### src/rtl/add_sub.sv
// Sign-magnitude adder/subtractor with registered result and ALU flags (SF, ZF, DZF).
// Optional in_valid/out_valid handshake is enabled by defining ADD_SUB_VALID_EN.
module add_sub #(
  parameter int unsigned W = 3
) (
  input  logic         clk,
  input  logic         rst,
`ifdef ADD_SUB_VALID_EN
  input  logic         in_valid,
`endif
  input  logic         OP,
  input  logic [W-1:0] A,
  input  logic [W-1:0] B,
  output logic [W:0]   R,
  output logic         SF,
  output logic         ZF,
`ifdef ADD_SUB_VALID_EN
  output logic         out_valid,
`endif
  output logic         DZF
);

  logic [W-1:0] mag_a, mag_b;
  logic         sign_a, sign_b_eff;
  logic         a_ge_b;
  logic [W-1:0] mag_res;
  logic         sign_res;
  logic [W:0]   r_d, r_q;
  logic         capture;

  // Zero-extended magnitudes give the sum one spare bit, so it never overflows.
  assign mag_a = {1'b0, A[W-2:0]};
  assign mag_b = {1'b0, B[W-2:0]};

  // A zero magnitude is treated as +0 regardless of its sign bit.
  assign sign_a     = A[W-1] & (|A[W-2:0]);
  assign sign_b_eff = (B[W-1] & (|B[W-2:0])) ^ OP;
  assign a_ge_b     = (mag_a >= mag_b);

  always_comb begin
    mag_res  = '0;
    sign_res = 1'b0;
    if (sign_a == sign_b_eff) begin
      mag_res  = mag_a + mag_b;
      sign_res = sign_a;
    end else if (a_ge_b) begin
      mag_res  = mag_a - mag_b;
      sign_res = sign_a;
    end else begin
      mag_res  = mag_b - mag_a;
      sign_res = sign_b_eff;
    end
    r_d = {sign_res & (|mag_res), mag_res};
  end

`ifdef ADD_SUB_VALID_EN
  logic out_valid_q;

  assign capture = in_valid;

  always_ff @(posedge clk or posedge rst) begin
    if (rst) begin
      out_valid_q <= 1'b0;
    end else begin
      out_valid_q <= in_valid;
    end
  end

  assign out_valid = out_valid_q;
`else
  assign capture = 1'b1;
`endif

  always_ff @(posedge clk or posedge rst) begin
    if (rst) begin
      r_q <= '0;
    end else if (capture) begin
      r_q <= r_d;
    end
  end

  // Flags are decoded from the registered result only, so no input-to-output path exists.
  assign R   = r_q;
  assign SF  = r_q[W];
  assign ZF  = ~(|r_q[W-1:0]);
  assign DZF = 1'b0;

endmodule

### config.mk
export PLATFORM = sky130hd
export DESIGN_NAME = add_sub
export DESIGN_NICKNAME = d
export VERILOG_FILES = /design/src/rtl/add_sub.sv
export SDC_FILE = /design/constraint.sdc
export NUM_CORES = 1
export LEC_CHECK = 0
export BUFFER_PORTS_ARGS = -buffer_cell sky130_fd_sc_hd__buf_2
export CAP_MARGIN = 20
export CORE_AREA = 2 2 39 41
export CTS_CLUSTER_DIAMETER = 200
export DETAILED_ROUTE_END_ITERATION = 10
export DIE_AREA = 0 0 41 43
export PLACE_DENSITY = 0.64
export SETUP_SLACK_MARGIN = 0.2
export SLEW_MARGIN = 10
export SYNTH_ARGS = -nofsm -noshare
export SYNTH_HDL_FRONTEND = slang
export SYNTH_SLANG_ARGS = --single-unit
### constraint.sdc
create_clock -name clk -period 1.6 [get_ports clk]
set_input_delay 0.48 -clock clk [delete_from_list [all_inputs] [get_ports clk]]
set_output_delay 0.48 -clock clk [all_outputs]
set_load 0.005 [all_outputs]
; ---- After elaboration in Yosys (flattened, before gate mapping)
; Cells that the tools add are included.
[totals]
register_bits = 4
latchBits = 0
mem_bits_rw = 0
romBits = 0
inputBits = 9
memories = 0
[op_classes]
add_sub_neg = 3
n_mul = 0
div_mod_pow = 0
magnitude_cmp = 1
n_eq_ne = 1
n_shift = 0
muxes = 4
bitwise = 5
n_reduce_logical = 4
[op_table]
columns = op, n
row1 = 2-to-1 mux 3 bit, 2
row2 = OR reduction 3 bit, 2
row3 = subtractor 2 x 2 -> 3 bit, 2
row4 = OR reduction 2 bit, 2
row5 = adder 2 x 2 -> 3 bit, 1
row6 = AND 1 bit, 3
row7 = greater-or-equal comparator 2 bit, 1
row8 = 2-to-1 mux 1 bit, 2
row9 = == test 1 bit, 1
row10 = inverter 1 bit, 1
row11 = XOR 1 bit, 1

; ---- Depth between registers and ports, before layout
; Gate-level depths: netlist of run 1.
[logic_depth]
depth_word = 7
depth_mapped = 7
mapped_depth_nobuf = 7

; ---- Least setup slack after synthesis of run 1
; OpenSTA, ideal clock, no wires.
[synth_path]
path_type = in2reg
from = input port B[0]
to = register r_q[3] (netlist: R[3])
setup_ns = 0.131
arrival_ns = 1.877
t_required_ns = 1.469
path_slack_ns = -0.409
stages = 7
path_cell_list = inv_1 ha_1 fa_1 and4bb_1 o21ai_1 nor3b_1 or3_1
[synth_between]
elab_chain_len = 7
word_cells_on_any_way = 14
classes_between = 3 x add/sub / 1 x order compare / 1 x eq/ne / 4 x mux / 3 x bitwise / 2 x reduce/logical
[synth_lines]
columns = item, line_no
row1 = start: declaration, 13  ; input logic [W-1:0] B,
row2 = OR reduction 2 bit, 37  ; assign sign_b_eff = (B[W-1] & (|B[W-2:0])) ^ OP;
row3 = AND 1 bit, 37
row4 = XOR 1 bit, 37
row5 = == test 1 bit, 43  ; if (sign_a == sign_b_eff) begin
row6 = 2-to-1 mux 3 bit, 43
row7 = OR reduction 3 bit, 53  ; r_d = {sign_res & (|mag_res), mag_res};
row8 = AND 1 bit *, 53
row9 = net r_d[3], 28  ; logic [W:0] r_d, r_q;
row10 = end signal: assignment, 78  ; r_q <= r_d;
row11 = end: declaration, 28
; The timed path passes the listed nets; every way through them passes the cells marked *.

; ---- Worst setup path in the final report of run 1
; Same ends and word-level chain as after synthesis.

==> metrics, run 1 <==
area of the multi-input gates 335.3 sq um; gr ovfl total 0; IO Pins 16; Core Area 0.001384 sq mm; CTS Sinks 4; Cell Pwr Density 664.1 mW/mm^2; synthesized cell area 416.7 sq um; HPWL after DPL 703.9 um; final hold vios 0; crit start category input pin; Syn Inst Count 41; antenna violations before repair 0; worst vdd ir 247.7 uV; commonest non-fill, non-tap cell in the layout buf_2; Synth Warn # 0; Max-Cap Viols 0; drt total wl 872 um; via-per-instance ratio 4.405; Cell Rows 14; H-tree Lvls 1; worst-path cell chain buf_8 > inv_1 > ha_2 > fa_1 > and4bb_1 > o21ai_1 > nor3b_1 > or3_1; Slowest cell on crit path fa_1; most frequent cells in the layout 12 x buf_2, 9 x buf_4, 5 x inv_1; Die Area 0.001763 sq mm; post-route minimum period 1.921 ns; most used routing layer met2; finished layout cell area 698.2 sq um; Post-Route Utilization 50.45%; CTS tree yes; Max Freq 0.5205 GHz; outcome finished with violations; Register Area 100.1 sq um; Clk pin slew, worst setup/hold paths 0.04 ns; failing checks setup timing; Area after DPL 571.8 sq um; post-synthesis cell type count 23; crit-path leading delay family simple AND/OR/NAND/NOR gates; grt met3 use 3.141%; Ant. Diodes 0; PortBufs 14; crit path max fanout 3; gr usage total 14.00%; Avg Synthesized Cell Area 10.16 sq um; clock buffer depth 2; setup ws final -0.3211 ns; vias after detailed routing 370; antenna-violating nets left 0; Yosys top cell by area dfrtp_1; main area contributors after synthesis dfrtp_1 24%, fa_1 14%, ha_1 12%; RSZ-0062 raised after global routing yes; worst min-delay path class input pin to async pin; Post-CTS Hold Buffers 0; Worst EP arrival 2.02 ns; Clock Tree Root clkbuf_4; final net count 86; sequential area share after synthesis 24.02%; leakage power 0.3595 nW; largest net degree at the start of global routing 5; Crit path required time 1.70 ns; First DRT Iteration DRCs 0; DIE WIDTH 41 um; syn_nets 57; Initial Util 30.11%; filler cell count in the final layout 137; critical path's largest stage delay 0.49 ns; Final setup viols 2; cts bufs inserted 3; period utilization 120.1%; Hold WS 0.1224 ns; Crit Path Class input pin to flop; fraction of layout cells with a size suffix above 1 60.29%; Post-route DRC 0; synthesis-stage register bit count 4; met2 Track Usage GR 23.13%; Area Overhead vs Synth 67.57%; first-pass GRT wire length 1.642 mm; Placer Congestion 0.7868; Critical path buffers and inverters 2; grt met1 use 15.26%; CP endpoint kind flop; Pre-antenna DRT Iters 1; post-synth top area share 24.02%; Wirelength per Cell 10.38 um; max reg flops 4; vias in the first global route 410; DIE HEIGHT 43 um; max-slew violations 0
==> kinds of logic after synthesis <==
group / after synthesis / synth area share, %
buffers and inverters: 9 / 9.910
AOI/OAI and AO/OA: 6 / 12.01
muxes: 3 / 7.508
DFF: 4 / 24.02
adders and majority gates: 7 / 26.43
and+or+nand+nor: 9 / 13.21
other: 1 / 0.9000
xor gates and xnor gates: 2 / 6.007
==> repair_timing <==
item | CTS | global route
pin swaps | 4 | 4
gates resized for setup | 16 | 2
setup endpoints to repair | 3 | 4
buffers inserted | 3 | 0
==> area by class of cell <==
| type | instances | area share (%) |
|---|---|---|
| Timing Repair Buffer | 26 | 27.42 |
| Inverter | 7 | 4.122 |
| Tap cell | 16 | 2.867 |
| Sequential cell | 4 | 14.34 |
| Multi-Input combinational cell | 28 | 48.03 |
| Clock buffer | 3 | 3.226 |
==> routing by layer <==
layer  vias to the layer above  wire length (um)
li1                        184                 -
met1                       172               312
met2                        14               506
met3                         0                52
met4                         0                 0
met5                         -                 0
==> synth_stat cells, drive strengths merged <==
master,number
a21boi,1
a21o,1
a311oi,1
and3,1
and4bb,1
buf,2
conb,1
dfrtp,4
fa,3
ha,4
inv,7
mux2,1
mux2i,2
nand2,2
nor2,1
nor2b,1
nor3,1
nor3b,1
o21ai,3
or3,1
xnor2,1
xor2,1
==> per-stage QoR <==
stage	total power, mW	setup slack (ns)	cells	TNS, ns
after floorplan	0.2297	-0.4068	41	-0.4454
after global placement	0.2933	-0.5742	78	-0.8762
after detailed placement	0.2988	-0.6168	78	-0.9258
after CTS	0.4693	-0.3097	84	-0.3576
after global routing	0.5145	-0.3702	84	-0.5031
final	0.4637	-0.3211	84	-0.3814
==> worst max path at each step <==
| stage | depth (start not counted) | slack, ns | endpoint | from |
|---|---|---|---|---|
| 2_1_floorplan | 7 | -0.41 | R[3]$_DFF_PP0_ | B[0] |
| 3_3_place_gp | 8 | -0.57 | R[3]$_DFF_PP0_ | A[0] |
| 3_5_place_dp | 8 | -0.62 | R[3]$_DFF_PP0_ | B[0] |
| 4_1_cts | 8 | -0.31 | R[3]$_DFF_PP0_ | B[0] |
| 5_1_grt | 8 | -0.37 | R[3]$_DFF_PP0_ | B[0] |
| 6_report | 8 | -0.32 | R[3]$_DFF_PP0_ | B[0] |
==> power breakdown <==
| group | internal [mW] | total [mW] | switching [mW] |
|---|---|---|---|
| Combinational | 0.124 | 0.215 | 0.0906 |
| Clock | 0.0836 | 0.120 | 0.0367 |
| Sequential | 0.119 | 0.129 | 0.00932 |
| Total | 0.327 | 0.464 | 0.137 |
Note: power is estimated with default switching activity, not from simulation.
==> inputs of run 2 (changes only) <==
CAP_MARGIN = 5   (was 20)
TNS_END_PERCENT = 20   (was unset)
==> run 2 against run 1 <==
The run still ends with setup timing left. Worst hold slack got worse by 0.0055 ns. Die area unchanged. Combinational power decreased by 9.3%. Via count decreased by 1.4%. Maximum frequency decreased by 0.15%. Non-clock buffer count decreased by 1. Critical path depth unchanged. Sequential share of layout area increased by 0.53 points. Total power decreased by 3.1%. Wire length decreased by 3.2%. Clock-buffer cell count unchanged. Highest routed layer unchanged.
==> metrics, run 2 (synthesis results as in run 1) <==
vias in the first global route 391; Post-CTS Hold Buffers 0; crit-path leading delay family simple AND/OR/NAND/NOR gates; leakage power 0.3454 nW; final hold vios 0; grt met1 use 13.68%; drt total wl 844 um; most frequent cells in the layout 12 x buf_2, 11 x buf_4, 4 x dfrtp_1, 4 x inv_1; H-tree Lvls 1; First DRT Iteration DRCs 1; Clk pin slew, worst setup/hold paths 0.04 ns; filler cell count in the final layout 147; worst-path cell chain buf_8 > inv_4 > ha_4 > fa_1 > and4bb_1 > o21ai_2 > nor3b_1 > or3_1; failing checks setup timing; Final setup viols 2; Die Area 0.001763 sq mm; first-pass GRT wire length 1.580 mm; DIE HEIGHT 43 um; most used routing layer met2; RSZ-0062 raised after global routing yes; PortBufs 14; Overall Power 0.4492 mW; final net count 85; IO Pins 16; Post-route DRC 0; Max-Cap Viols 0; DP Worst Slack -0.6128 ns; Max Freq 0.5198 GHz; crit start category input pin; Ant. Diodes 0; clock buffer depth 2; worst min-delay path class input pin to async pin; post-route minimum period 1.924 ns; Area Overhead vs Synth 61.56%; Placer Congestion 0.7555; cts bufs inserted 3; fraction of layout cells with a size suffix above 1 62.69%; CTS tree yes; antenna violations before repair 0; Critical path buffers and inverters 2; Worst EP arrival 2.03 ns; Setup TNS -0.3280 ns; HPWL after DPL 717.4 um; Initial Util 30.11%; max-slew violations 0; DIE WIDTH 41 um; critical path's largest stage delay 0.51 ns; gr usage total 13.41%; Crit path required time 1.71 ns; CP endpoint kind flop; Cell Rows 14; Wirelength per Cell 10.17 um; Crit Path Class input pin to flop; Core Area 0.001384 sq mm; grt met3 use 3.141%; vias after detailed routing 365; Clock Tree Root clkbuf_4; largest net degree at the start of global routing 5; gr ovfl total 0; setup ws final -0.3239 ns; CTS Sinks 4; worst vdd ir 206.8 uV; Slowest cell on crit path fa_1; max reg flops 4; crit path max fanout 4; Pre-antenna DRT Iters 2; antenna-violating nets left 0; outcome finished with violations; period utilization 120.2%; via-per-instance ratio 4.398; Cell Pwr Density 667.3 mW/mm^2; commonest non-fill, non-tap cell in the layout buf_2; met2 Track Usage GR 22.81%
-- run 2: per-stage QoR --
stage | cells | area [sq um] | hold WS (ns) | utilization (%)
after global routing | 83 | 673.1 | 0.1111 | 48.64
final | 83 | 673.1 | 0.1169 | 48.64
after detailed placement | 79 | 566.8 | 0.3679 | 40.96
after floorplan | 41 | 416.7 | 0.2461 | -
after global placement | 79 | 566.8 | 0.3581 | 40.96
after CTS | 83 | 654.4 | 0.1096 | 47.29
-- run 2: how the worst max path moves through the flow --
stage,start,slack (ns),to,cells after the start
finish,B[0],-0.32,R[3]$_DFF_PP0_,8
CTS,B[0],-0.32,R[3]$_DFF_PP0_,8
global placement,B[0],-0.57,R[3]$_DFF_PP0_,8
floorplan,B[0],-0.41,R[3]$_DFF_PP0_,7
detailed placement,B[0],-0.61,R[3]$_DFF_PP0_,8
global route,B[0],-0.36,R[3]$_DFF_PP0_,8
-- run 2: area by class of cell --
| class | count | area, sq um | share of cell area, % |
|---|---|---|---|
| Multi-Input combinational cell | 28 | 326.6 | 48.51 |
| Inverter | 7 | 31.28 | 4.647 |
| Sequential cell | 4 | 100.1 | 14.87 |
| Timing Repair Buffer | 25 | 172.7 | 25.65 |
| Clock buffer | 3 | 22.52 | 3.346 |
| Tap cell | 16 | 20.02 | 2.974 |
-- run 2: power breakdown --
group | total [mW] | switching [mW] | internal, mW
combinational | 0.195 | 0.0847 | 0.110
clock | 0.125 | 0.0408 | 0.0839
sequential | 0.129 | 0.00997 | 0.119
-- run 2: routing by layer --
metal / up-vias / routed length [um] / share of wire (%)
met4: 0 / 0 / 0
met2: 15 / 491 / 58
met5: - / 0 / 0
li1: 182 / - / -
met3: 0 / 62 / 7.3
met1: 168 / 290 / 34
-- run 2: what timing repair did --
item / in CTS / in global routing
gates resized for setup: 14 / 5
endpoints found under the setup margin: 4 / 4
pin swaps: 7 / 7
buffers inserted: 1 / 0
